<file path="src/rtl/coef_stream_rom_pkg.sv">
// coef_pkg: shared coefficient width, default series table, sequencer states and table lookup
package coef_pkg;
  localparam int COEF_W = 16;
  localparam int N_DEF = 7;
  localparam logic signed [COEF_W-1:0] COEF_DEF [N_DEF] = '{
    -16'sd1024, -16'sd170, -16'sd68, -16'sd36, -16'sd23, -16'sd16, -16'sd11
  };
  typedef enum logic {IDLE, STREAM} seq_state_e;
  function automatic logic signed [COEF_W-1:0] coef_default(input int idx);
    return (idx >= 0 && idx < N_DEF) ? COEF_DEF[idx[2:0]] : '0;
  endfunction
endpackage

</file>
<file path="src/rtl/coef_stream_rom_if.sv">
// coef_stream_rom_if: read port, stream handshake and optional COEF_STREAM_ROM_LOAD_EN write port bundle
interface coef_stream_rom_if #(
  parameter int WIDTH = 16,
  parameter int ADDR_W = 4
) ();
  logic rd_en;
  logic [ADDR_W-1:0] rd_addr;
  logic [WIDTH-1:0] rd_data;
  logic rd_valid;
  logic start;
  logic [ADDR_W-1:0] start_term;
  logic [WIDTH-1:0] coef_data;
  logic [ADDR_W-1:0] coef_idx;
  logic coef_valid;
  logic coef_ready;
  logic coef_last;
  logic busy;
  logic done;
  logic err;
`ifdef COEF_STREAM_ROM_LOAD_EN
  logic wr_en;
  logic [ADDR_W-1:0] wr_addr;
  logic [WIDTH-1:0] wr_data;
  modport slave (
    input rd_en, rd_addr, start, start_term, coef_ready, wr_en, wr_addr, wr_data,
    output rd_data, rd_valid, coef_data, coef_idx, coef_valid, coef_last, busy, done, err
  );
  modport master (
    output rd_en, rd_addr, start, start_term, coef_ready, wr_en, wr_addr, wr_data,
    input rd_data, rd_valid, coef_data, coef_idx, coef_valid, coef_last, busy, done, err
  );
`else
  modport slave (
    input rd_en, rd_addr, start, start_term, coef_ready,
    output rd_data, rd_valid, coef_data, coef_idx, coef_valid, coef_last, busy, done, err
  );
  modport master (
    output rd_en, rd_addr, start, start_term, coef_ready,
    input rd_data, rd_valid, coef_data, coef_idx, coef_valid, coef_last, busy, done, err
  );
`endif
endinterface

</file>
<file path="src/rtl/coef_stream_rom_table.sv">
// coef_table: coefficient storage with two combinational read ports, writable under COEF_STREAM_ROM_LOAD_EN
module coef_table
  import coef_pkg::*;
#(
  parameter int WIDTH = 16,
  parameter int DEPTH = 16,
  parameter int ADDR_W = $clog2(DEPTH)
) (
`ifdef COEF_STREAM_ROM_LOAD_EN
  input logic clk,
  input logic rst,
  input logic wr_en,
  input logic [ADDR_W-1:0] wr_addr,
  input logic [WIDTH-1:0] wr_data,
`endif
  input logic [ADDR_W-1:0] ra_addr,
  input logic [ADDR_W-1:0] sa_addr,
  output logic [WIDTH-1:0] ra_data,
  output logic [WIDTH-1:0] sa_data
);
`ifdef COEF_STREAM_ROM_LOAD_EN
  logic [WIDTH-1:0] tab_q [DEPTH];
  logic [WIDTH-1:0] tab_d [DEPTH];
  always_comb begin
    tab_d = tab_q;
    if (wr_en) tab_d[wr_addr] = wr_data;
  end
  always_ff @(posedge clk) begin
    if (rst) for (int i = 0; i < DEPTH; i++) tab_q[i] <= WIDTH'(coef_default(i));
    else tab_q <= tab_d;
  end
  assign ra_data = tab_q[ra_addr];
  assign sa_data = tab_q[sa_addr];
`else
  logic [WIDTH-1:0] tab [DEPTH];
  for (genvar i = 0; i < DEPTH; i++) begin : g_rom
    assign tab[i] = WIDTH'(coef_default(i));
  end
  assign ra_data = tab[ra_addr];
  assign sa_data = tab[sa_addr];
`endif
endmodule

</file>
<file path="src/rtl/coef_stream_rom.sv">
// coef_stream_rom: coefficient table with registered random read and valid/ready term sequencer (option COEF_STREAM_ROM_LOAD_EN)
module coef_stream_rom
  import coef_pkg::*;
#(
  parameter int WIDTH = 16,
  parameter int DEPTH = 16,
  parameter int ADDR_W = $clog2(DEPTH),
  parameter int NUM_TERMS = 7
) (
  input logic clk,
  input logic rst,
  coef_stream_rom_if.slave bus
);
  localparam logic [ADDR_W-1:0] LAST = ADDR_W'(NUM_TERMS - 1);
  seq_state_e state_q, state_d;
  logic [ADDR_W-1:0] idx_q, idx_d, sa_addr;
  logic [WIDTH-1:0] data_q, data_d, rd_data_q, rd_data_d, ra_data, sa_data;
  logic last_q, last_d, done_q, done_d, err_q, err_d, rd_valid_q, rd_valid_d;
  logic go, fire, adv;
  coef_table #(.WIDTH(WIDTH), .DEPTH(DEPTH), .ADDR_W(ADDR_W)) u_table (
`ifdef COEF_STREAM_ROM_LOAD_EN
    .clk(clk),
    .rst(rst),
    .wr_en(bus.wr_en),
    .wr_addr(bus.wr_addr),
    .wr_data(bus.wr_data),
`endif
    .ra_addr(bus.rd_addr),
    .sa_addr(sa_addr),
    .ra_data(ra_data),
    .sa_data(sa_data)
  );
  always_comb begin
    go = state_q == IDLE && bus.start && bus.start_term <= LAST;
    fire = state_q == STREAM && bus.coef_ready;
    adv = go || (fire && !last_q);
    sa_addr = go ? bus.start_term : idx_q + 1'b1;
    state_d = go ? STREAM : (fire && last_q) ? IDLE : state_q;
    idx_d = go ? bus.start_term : adv ? idx_q + 1'b1 : idx_q;
    data_d = adv ? sa_data : data_q;
    last_d = state_d == STREAM && idx_d == LAST;
    done_d = fire && last_q;
    err_d = state_q == IDLE && bus.start && bus.start_term > LAST;
    rd_data_d = bus.rd_en ? ra_data : rd_data_q;
    rd_valid_d = bus.rd_en;
  end
  always_ff @(posedge clk) begin
    if (rst) begin
      state_q <= IDLE;
      idx_q <= '0;
      data_q <= '0;
      last_q <= 1'b0;
      done_q <= 1'b0;
      err_q <= 1'b0;
      rd_data_q <= '0;
      rd_valid_q <= 1'b0;
    end else begin
      state_q <= state_d;
      idx_q <= idx_d;
      data_q <= data_d;
      last_q <= last_d;
      done_q <= done_d;
      err_q <= err_d;
      rd_data_q <= rd_data_d;
      rd_valid_q <= rd_valid_d;
    end
  end
  assign bus.rd_data = rd_data_q;
  assign bus.rd_valid = rd_valid_q;
  assign bus.coef_data = data_q;
  assign bus.coef_idx = idx_q;
  assign bus.coef_valid = state_q == STREAM;
  assign bus.coef_last = last_q;
  assign bus.busy = state_q == STREAM;
  assign bus.done = done_q;
  assign bus.err = err_q;
endmodule
</file>
<file path="src/flat_wrapper.sv">
// flat-port wrapper written by rule: the top's interface ports become plain ports
module coef_stream_rom_flat import coef_pkg::*;
#(
  parameter int WIDTH = 16,
  parameter int DEPTH = 16,
  parameter int ADDR_W = $clog2(DEPTH),
  parameter int NUM_TERMS = 7
)
  (clk, rst, bus_rd_en, bus_rd_addr, bus_start, bus_start_term, bus_coef_ready, bus_rd_data, bus_rd_valid, bus_coef_data, bus_coef_idx, bus_coef_valid, bus_coef_last, bus_busy, bus_done, bus_err);
  coef_stream_rom_if #(.WIDTH(WIDTH), .ADDR_W(ADDR_W)) bus_i ();
  input logic clk;
  input logic rst;
  input wire logic [$bits(bus_i.rd_en)-1:0] bus_rd_en;
  input wire logic [$bits(bus_i.rd_addr)-1:0] bus_rd_addr;
  input wire logic [$bits(bus_i.start)-1:0] bus_start;
  input wire logic [$bits(bus_i.start_term)-1:0] bus_start_term;
  input wire logic [$bits(bus_i.coef_ready)-1:0] bus_coef_ready;
  output wire logic [$bits(bus_i.rd_data)-1:0] bus_rd_data;
  output wire logic [$bits(bus_i.rd_valid)-1:0] bus_rd_valid;
  output wire logic [$bits(bus_i.coef_data)-1:0] bus_coef_data;
  output wire logic [$bits(bus_i.coef_idx)-1:0] bus_coef_idx;
  output wire logic [$bits(bus_i.coef_valid)-1:0] bus_coef_valid;
  output wire logic [$bits(bus_i.coef_last)-1:0] bus_coef_last;
  output wire logic [$bits(bus_i.busy)-1:0] bus_busy;
  output wire logic [$bits(bus_i.done)-1:0] bus_done;
  output wire logic [$bits(bus_i.err)-1:0] bus_err;
  assign bus_i.rd_en = bus_rd_en;
  assign bus_i.rd_addr = bus_rd_addr;
  assign bus_i.start = bus_start;
  assign bus_i.start_term = bus_start_term;
  assign bus_i.coef_ready = bus_coef_ready;
  assign bus_rd_data = bus_i.rd_data;
  assign bus_rd_valid = bus_i.rd_valid;
  assign bus_coef_data = bus_i.coef_data;
  assign bus_coef_idx = bus_i.coef_idx;
  assign bus_coef_valid = bus_i.coef_valid;
  assign bus_coef_last = bus_i.coef_last;
  assign bus_busy = bus_i.busy;
  assign bus_done = bus_i.done;
  assign bus_err = bus_i.err;
  coef_stream_rom #(.WIDTH(WIDTH), .DEPTH(DEPTH), .ADDR_W(ADDR_W), .NUM_TERMS(NUM_TERMS)) u_core (.clk(clk), .rst(rst), .bus(bus_i));
endmodule
</file>
<file path="config.mk">
export PLATFORM = sky130hd
export DESIGN_NAME = coef_stream_rom_flat
export DESIGN_NICKNAME = d
export VERILOG_FILES = /design/src/rtl/coef_stream_rom_pkg.sv /design/src/rtl/coef_stream_rom_if.sv /design/src/rtl/coef_stream_rom_table.sv /design/src/rtl/coef_stream_rom.sv /design/src/flat_wrapper.sv
export SDC_FILE = /design/constraint.sdc
export NUM_CORES = 1
export LEC_CHECK = 0
export BUFFER_PORTS_ARGS = -buffer_cell sky130_fd_sc_hd__buf_2
export CORE_ASPECT_RATIO = 0.9
export CORE_MARGIN = 3
export CORE_UTILIZATION = 45
export CTS_CLUSTER_DIAMETER = 50
export DETAILED_ROUTE_END_ITERATION = 12
export PLACE_DENSITY = 0.7
export REMOVE_ABC_BUFFERS = 1
export SLEW_MARGIN = 20
export SYNTH_ARGS = -nofsm -noshare
export SYNTH_HDL_FRONTEND = slang
export SYNTH_HIERARCHICAL = 1
export SYNTH_SLANG_ARGS = --single-unit
</file>
<file path="constraint.sdc">
create_clock -name clk -period 4.8 [get_ports clk]
set_clock_uncertainty 0.15 [all_clocks]
set_input_delay 0.96 -clock clk [delete_from_list [all_inputs] [get_ports clk]]
set_output_delay 0.96 -clock clk [all_outputs]
set_load 0.03 [all_outputs]
</file>
== Yosys cells after proc, flatten, opt, wreduce, memory -nomap -nowiden ==
Memories as Yosys holds them, arrays and structs flattened. A register that Yosys moved wholly into a read port is not among the register bits.
Index checks and enable logic that the tools add are counted.

* Multiplexer cells: 5
* Order comparisons: 2
* Equality and inequality tests: 1
* Add/subtract/negate cells: 1
* Reduce and logical (&&, ||, !) cells: 9
* Bitwise logic cells: 3

{| class="wikitable"
|+ Operators with widths
! cell !! number
|-
| 2-to-1 mux 4 bit || 3
|-
| NOT 4 -> 5 bit || 2
|-
| logical AND 1 bit || 7
|-
| adder 4 x 1 -> 4 bit (second input constant) || 1
|-
| == test 4 x 3 -> 1 bit (second input constant) || 1
|-
| greater-than comparator 4 x 3 -> 1 bit (second input constant) || 1
|-
| <= comparator 4 x 3 -> 1 bit (second input constant) || 1
|-
| 2-to-1 mux 1 bit || 2
|-
| logical NOT 1 bit || 1
|-
| logical OR 1 bit || 1
|-
| NOT 1 bit || 1
|}

* Bits in registers: 9
* ROM bits: 512
* Logic and storage cells: 29
* Output and inout bits: 42
* Memories: 2
* Input bits: 13

{| class="wikitable"
|+ Memory list
! name !! words !! bits a word !! read ports !! clocked after Yosys merged registers in !! wr ports !! line !! source
|-
| (no name shown) || 16 || 16 || 1 || 1 || 0 || coef_stream_rom_table.sv:40 || <nowiki>assign sa_data = tab[sa_addr];</nowiki>
|-
| (no name shown) || 16 || 16 || 1 || 1 || 0 || coef_stream_rom_table.sv:39 || <nowiki>assign ra_data = tab[ra_addr];</nowiki>
|}

== Longest topological paths before layout ==
* Depth in word-level cells: 8
* Depth in mapped cells: 12
* Gate-level depth less buffers: 10

== Cells and area by module ==
Netlist, hierarchy kept.

{| class="wikitable"
|+ Modules (own cells, without submodules)
! module !! seq. area each (um^2) !! instances !! area an instance (um^2) !! cells an instance
|-
| coef_stream_rom || 820.8 || 1 || 1,649.1 || 163
|-
| coef_table || 0.0 || 1 || 483.0 || 64
|}

== Worst setup path before layout ==
Ideal clock, no wire load.

* Path kind: input-to-reg
* From: in bus_start_term[0]
* To: reg u_core.data_q[9] (netlist: u_core/bus.coef_data[9])
* Arrival: 2.771 ns
* Path buffers: 2
* Stages: 10
* Data required time: 4.522 ns
* Setup time: 0.128 ns
* Setup slack: 1.751 ns
* Cells stage by stage: and3_4 or3_1 buf_4 a21oi_1 ha_1 a21oi_4 nor2b_2 buf_4 mux2i_1 nor2_1

* Word-level cells in the longest chain between the ends: 4
* Elaborated cells on any way between the ends: 5
* Classes of those cells: order compare: 1; mux: 1; bitwise: 1; reduce/logical: 2

{| class="wikitable"
|+ Ends and longest elaborated chain
! item !! line !! source
|-
| from (decl) || flat_wrapper.sv:16 || <nowiki>input wire logic [$bits(bus_i.start_term)-1:0] bus_start_term;</nowiki>
|-
| <= comparator 4 x 3 -> 1 bit || coef_stream_rom.sv:34 || <nowiki>go = state_q == IDLE && bus.start && bus.start_term <= LAST;</nowiki>
|-
| logical AND 1 bit || coef_stream_rom.sv:34 ||
|-
| 2-to-1 mux 4 bit (*) || coef_stream_rom.sv:37 || <nowiki>sa_addr = go ? bus.start_term : idx_q + 1'b1;</nowiki>
|-
| via u_core.sa_addr[0] || coef_stream_rom.sv:16 || <nowiki>logic [ADDR_W-1:0] idx_q, idx_d, sa_addr;</nowiki>
|-
| NOT 4 -> 5 bit (not written as such) (*) || coef_stream_rom_table.sv:40 ||
|-
| to (decl) || coef_stream_rom.sv:17 || <nowiki>logic [WIDTH-1:0] data_q, data_d, rd_data_q, rd_data_d, ra_data, sa_data;</nowiki>
|}

Mark *: on every way through the listed nets, which the timed path passes. The rest lies on a longest branch.
A chain may end at the register's enable or synchronous reset.

== Final worst setup path ==
* From: in bus_start_term[0]
* To: reg u_core.data_q[4] (netlist: u_core/bus.coef_data[4])

The elaborated chain is that of the path after synthesis.

==> flow_metrics.env <==
export IMPL_power_density_nw_per_um2=334.1
export IMPL_num_vias=1598
export IMPL_ys_warn_count=6
export IMPL_vdd_drop_max_mv=0.2277
export IMPL_grt_usage=0.1421
export IMPL_wl_per_cell_um=12.14
export IMPL_setup_viol=0
export IMPL_arrival_ps=3140
export IMPL_synth_edf_count=0
export IMPL_ys_seq_area_frac=0.3850
export IMPL_layout_nets=285
export IMPL_final_util=0.5281
export IMPL_hold_buffers=0
export IMPL_place_gp_congestion=0.7965
export IMPL_cts_setup_buffers=0
export IMPL_min_from="u_core/bus.coef_data[11]$_SDFFE_PP0N_"
export IMPL_whs_path_depth=2
export IMPL_grt_max_degree=42
export IMPL_rsz0062_at_grt="false"
export IMPL_clock_tree_root_cell="clkbuf_8"
export IMPL_numClockSinks=41
export IMPL_post_synth_top_count_cell="nor2_1"
export IMPL_fin_setup_tns_ps=0
export IMPL_portBuffers=54
export IMPL_dp_cells=318
export IMPL_synth_ff_type="dfxtp_1"
export IMPL_power_leakage_nw=1.214
export IMPL_hold_slack_ps=340.0
export IMPL_syn_area_um2=2132
export IMPL_core_area_um2=4518
export IMPL_grt_pass1_vias=1415
export IMPL_wl_met1_um=1912
export IMPL_htree_levels=2
export IMPL_die_area_um2=5601
export IMPL_grt_pass1_wl_um=6437
export IMPL_cts_made_buffers=5
export IMPL_r2r_end="u_core/bus.coef_data[4]$_SDFFE_PP0N_"
export IMPL_cts_buffer_depth=2
export IMPL_required_ps=4860
export IMPL_final_hold_viol_count=0
export IMPL_finalMaxSlewViolations=0
export IMPL_netlist_instances=227
export IMPL_hold_path_class="reg -> reg"
export IMPL_hpwl_um=2888
export IMPL_yosys_area_top_type="dfxtp_1"
export IMPL_ys_seq_elements=41
export IMPL_reg2reg_slack_ps=2190
export IMPL_max_freq_mhz=325.3
export IMPL_cts_resized=0
export IMPL_clk_latency_ps=280
export IMPL_syn_area_per_cell_um2=9.392
export IMPL_start_util=0.4719
export IMPL_layout_drive_gt1_share=0.2890
export IMPL_met2_length_um=1793
export IMPL_synthDistinctLibCells=37
export IMPL_fin_crit_ps=3074
export IMPL_grt_overflow_total=0
export IMPL_holdPathEnd="u_core/bus.coef_data[11]$_SDFFE_PP0N_"
export IMPL_maxCapViolCount=0
export IMPL_fp_row_count=23
export IMPL_final_cells=325
export IMPL_routed_top_layer="met4"
export IMPL_relSlewSlack=0.3470
export IMPL_cp_end_kind="register"
export IMPL_wl_um=3946
export IMPL_tightest_slew_ps=979.5
export IMPL_vias_per_cell=4.917
export IMPL_netlist_top_cells_count="46 x nor2_1, 41 x dfxtp_1, 33 x mux2i_1"
export IMPL_clk_pin_slew_ps=70
export IMPL_detail_route_antenna_nets=0
export IMPL_die_x_um=78.56
export IMPL_die_h_um=71.30
export IMPL_yosys_area_top_type_share=0.3850
export IMPL_drt_iter0_drc=79
export IMPL_status="finished clean"
export IMPL_diodes=0
export IMPL_wl_met3_um=222
export IMPL_drtPass1Iterations=4
export IMPL_synthTopCellsByArea="dfxtp_1 38%, mux2i_1 15%, nor2_1 8.1%"
export IMPL_startpoint_type="input pin"
export IMPL_antenna_found_initial=0
export IMPL_cts_tree="yes"
export IMPL_r2r_cells=9
export IMPL_cp_max_fo=9
export IMPL_drc=0
export IMPL_r2r_start="u_core/bus.busy$_SDFF_PP0_"
export IMPL_finalCritPeriodShare=0.6404
export IMPL_synthArstFlopShare=0
export IMPL_synthToLayoutAreaGrowth_pct=11.91
export IMPL_ios=55
export IMPL_crit_type="in -> reg"
[sequential cells by signal (all words and copies together), names as in the netlist]
register,count
u_core/bus.coef_data,16
u_core/bus.rd_data,16
u_core/bus.coef_idx,4
u_core/bus.busy,1
u_core/bus.coef_last,1
u_core/bus.done,1
u_core/bus.err,1
u_core/bus.rd_valid,1
[power by group]
part           switching (W)  total [W]  internal, W
sequential         0.0000147   0.000379     0.000364
combinational       0.000129   0.000203    0.0000744
clock               0.000102   0.000216     0.000114
total               0.000245   0.000797     0.000552
[final cells by class]
type | count | area (um^2)
fill | 429 | 2132
multi-input combinational | 153 | 1101
sequential | 41 | 820.8
timing repair buffer | 54 | 270.3
clock buffer | 7 | 86.33
tap | 62 | 77.57
inverter | 8 | 30.03
[cell families (layout without fill, tap and decap cells)]
group | count (synthesis) | in the layout | synth area share
mux | 34 | 34 | 0.1602
buf+inv | 33 | 69 | 0.09859
compound gates | 19 | 19 | 0.06866
fa+ha+maj | 9 | 9 | 0.05282
xor+xnor | 5 | 5 | 0.02054
flops | 41 | 41 | 0.3850
simple gates | 86 | 86 | 0.2142
[metrics by stage]
step | instance area [um^2] | setup slack [ps] | total power (W)
after floorplan | 1952 | 1751 | 0.0005309
final | 2386 | 1726 | 0.0007973
after global routing | 2386 | 1497 | 0.0008443
after CTS | 2386 | 1735 | 0.0008118
after global placement | 2300 | 1494 | 0.0005886
after detailed placement | 2300 | 1422 | 0.0005913
[worst max-delay path by stage]
stage	startpoint	end	slack [ps]	depth (start not counted)
floorplan	bus_start_term[0]	u_core/bus.coef_data[4]$_SDFFE_PP0N_	1750	9
global placement	bus_start_term[0]	u_core/bus.coef_data[4]$_SDFFE_PP0N_	1490	10
detailed placement	bus_start_term[0]	u_core/bus.coef_data[4]$_SDFFE_PP0N_	1420	10
CTS	bus_start_term[0]	u_core/bus.coef_data[4]$_SDFFE_PP0N_	1740	10
global route	bus_start_term[0]	u_core/bus.coef_data[4]$_SDFFE_PP0N_	1500	10
finish	bus_start_term[0]	u_core/bus.coef_data[4]$_SDFFE_PP0N_	1730	10
[layer usage]
metal | track usage | vias to the layer above
met1 | 0.1984 | 735
met5 | 0 | -
met2 | 0.2158 | 41
met4 | 0.04078 | 0
met3 | 0.03894 | 2
li1 | - | 820
[cell usage in the layout, fill, tap and decap left out, drive strengths merged, types with 2 or more instances in the layout]
cell type / count
a211oi: 4
clkbuf: 7
nand2: 6
buf: 54
a21oi: 9
mux2i: 33
nor2: 49
nor3b: 4
xnor2: 4
ha: 9
inv: 8
dfxtp: 41
a21o: 2
nor3: 8
nand3: 2
nor2b: 6
nand2b: 6
[critical path, cell delays in order]
cell	delay [ps]
buf_2	110
and3_4	180
or3_1	480
a21oi_1	480
inv_1	130
ha_1	250
nor2b_1	150
nor3_1	200
mux2i_1	90
nor2_1	110
Note: power is estimated with default switching activity, not from simulation.
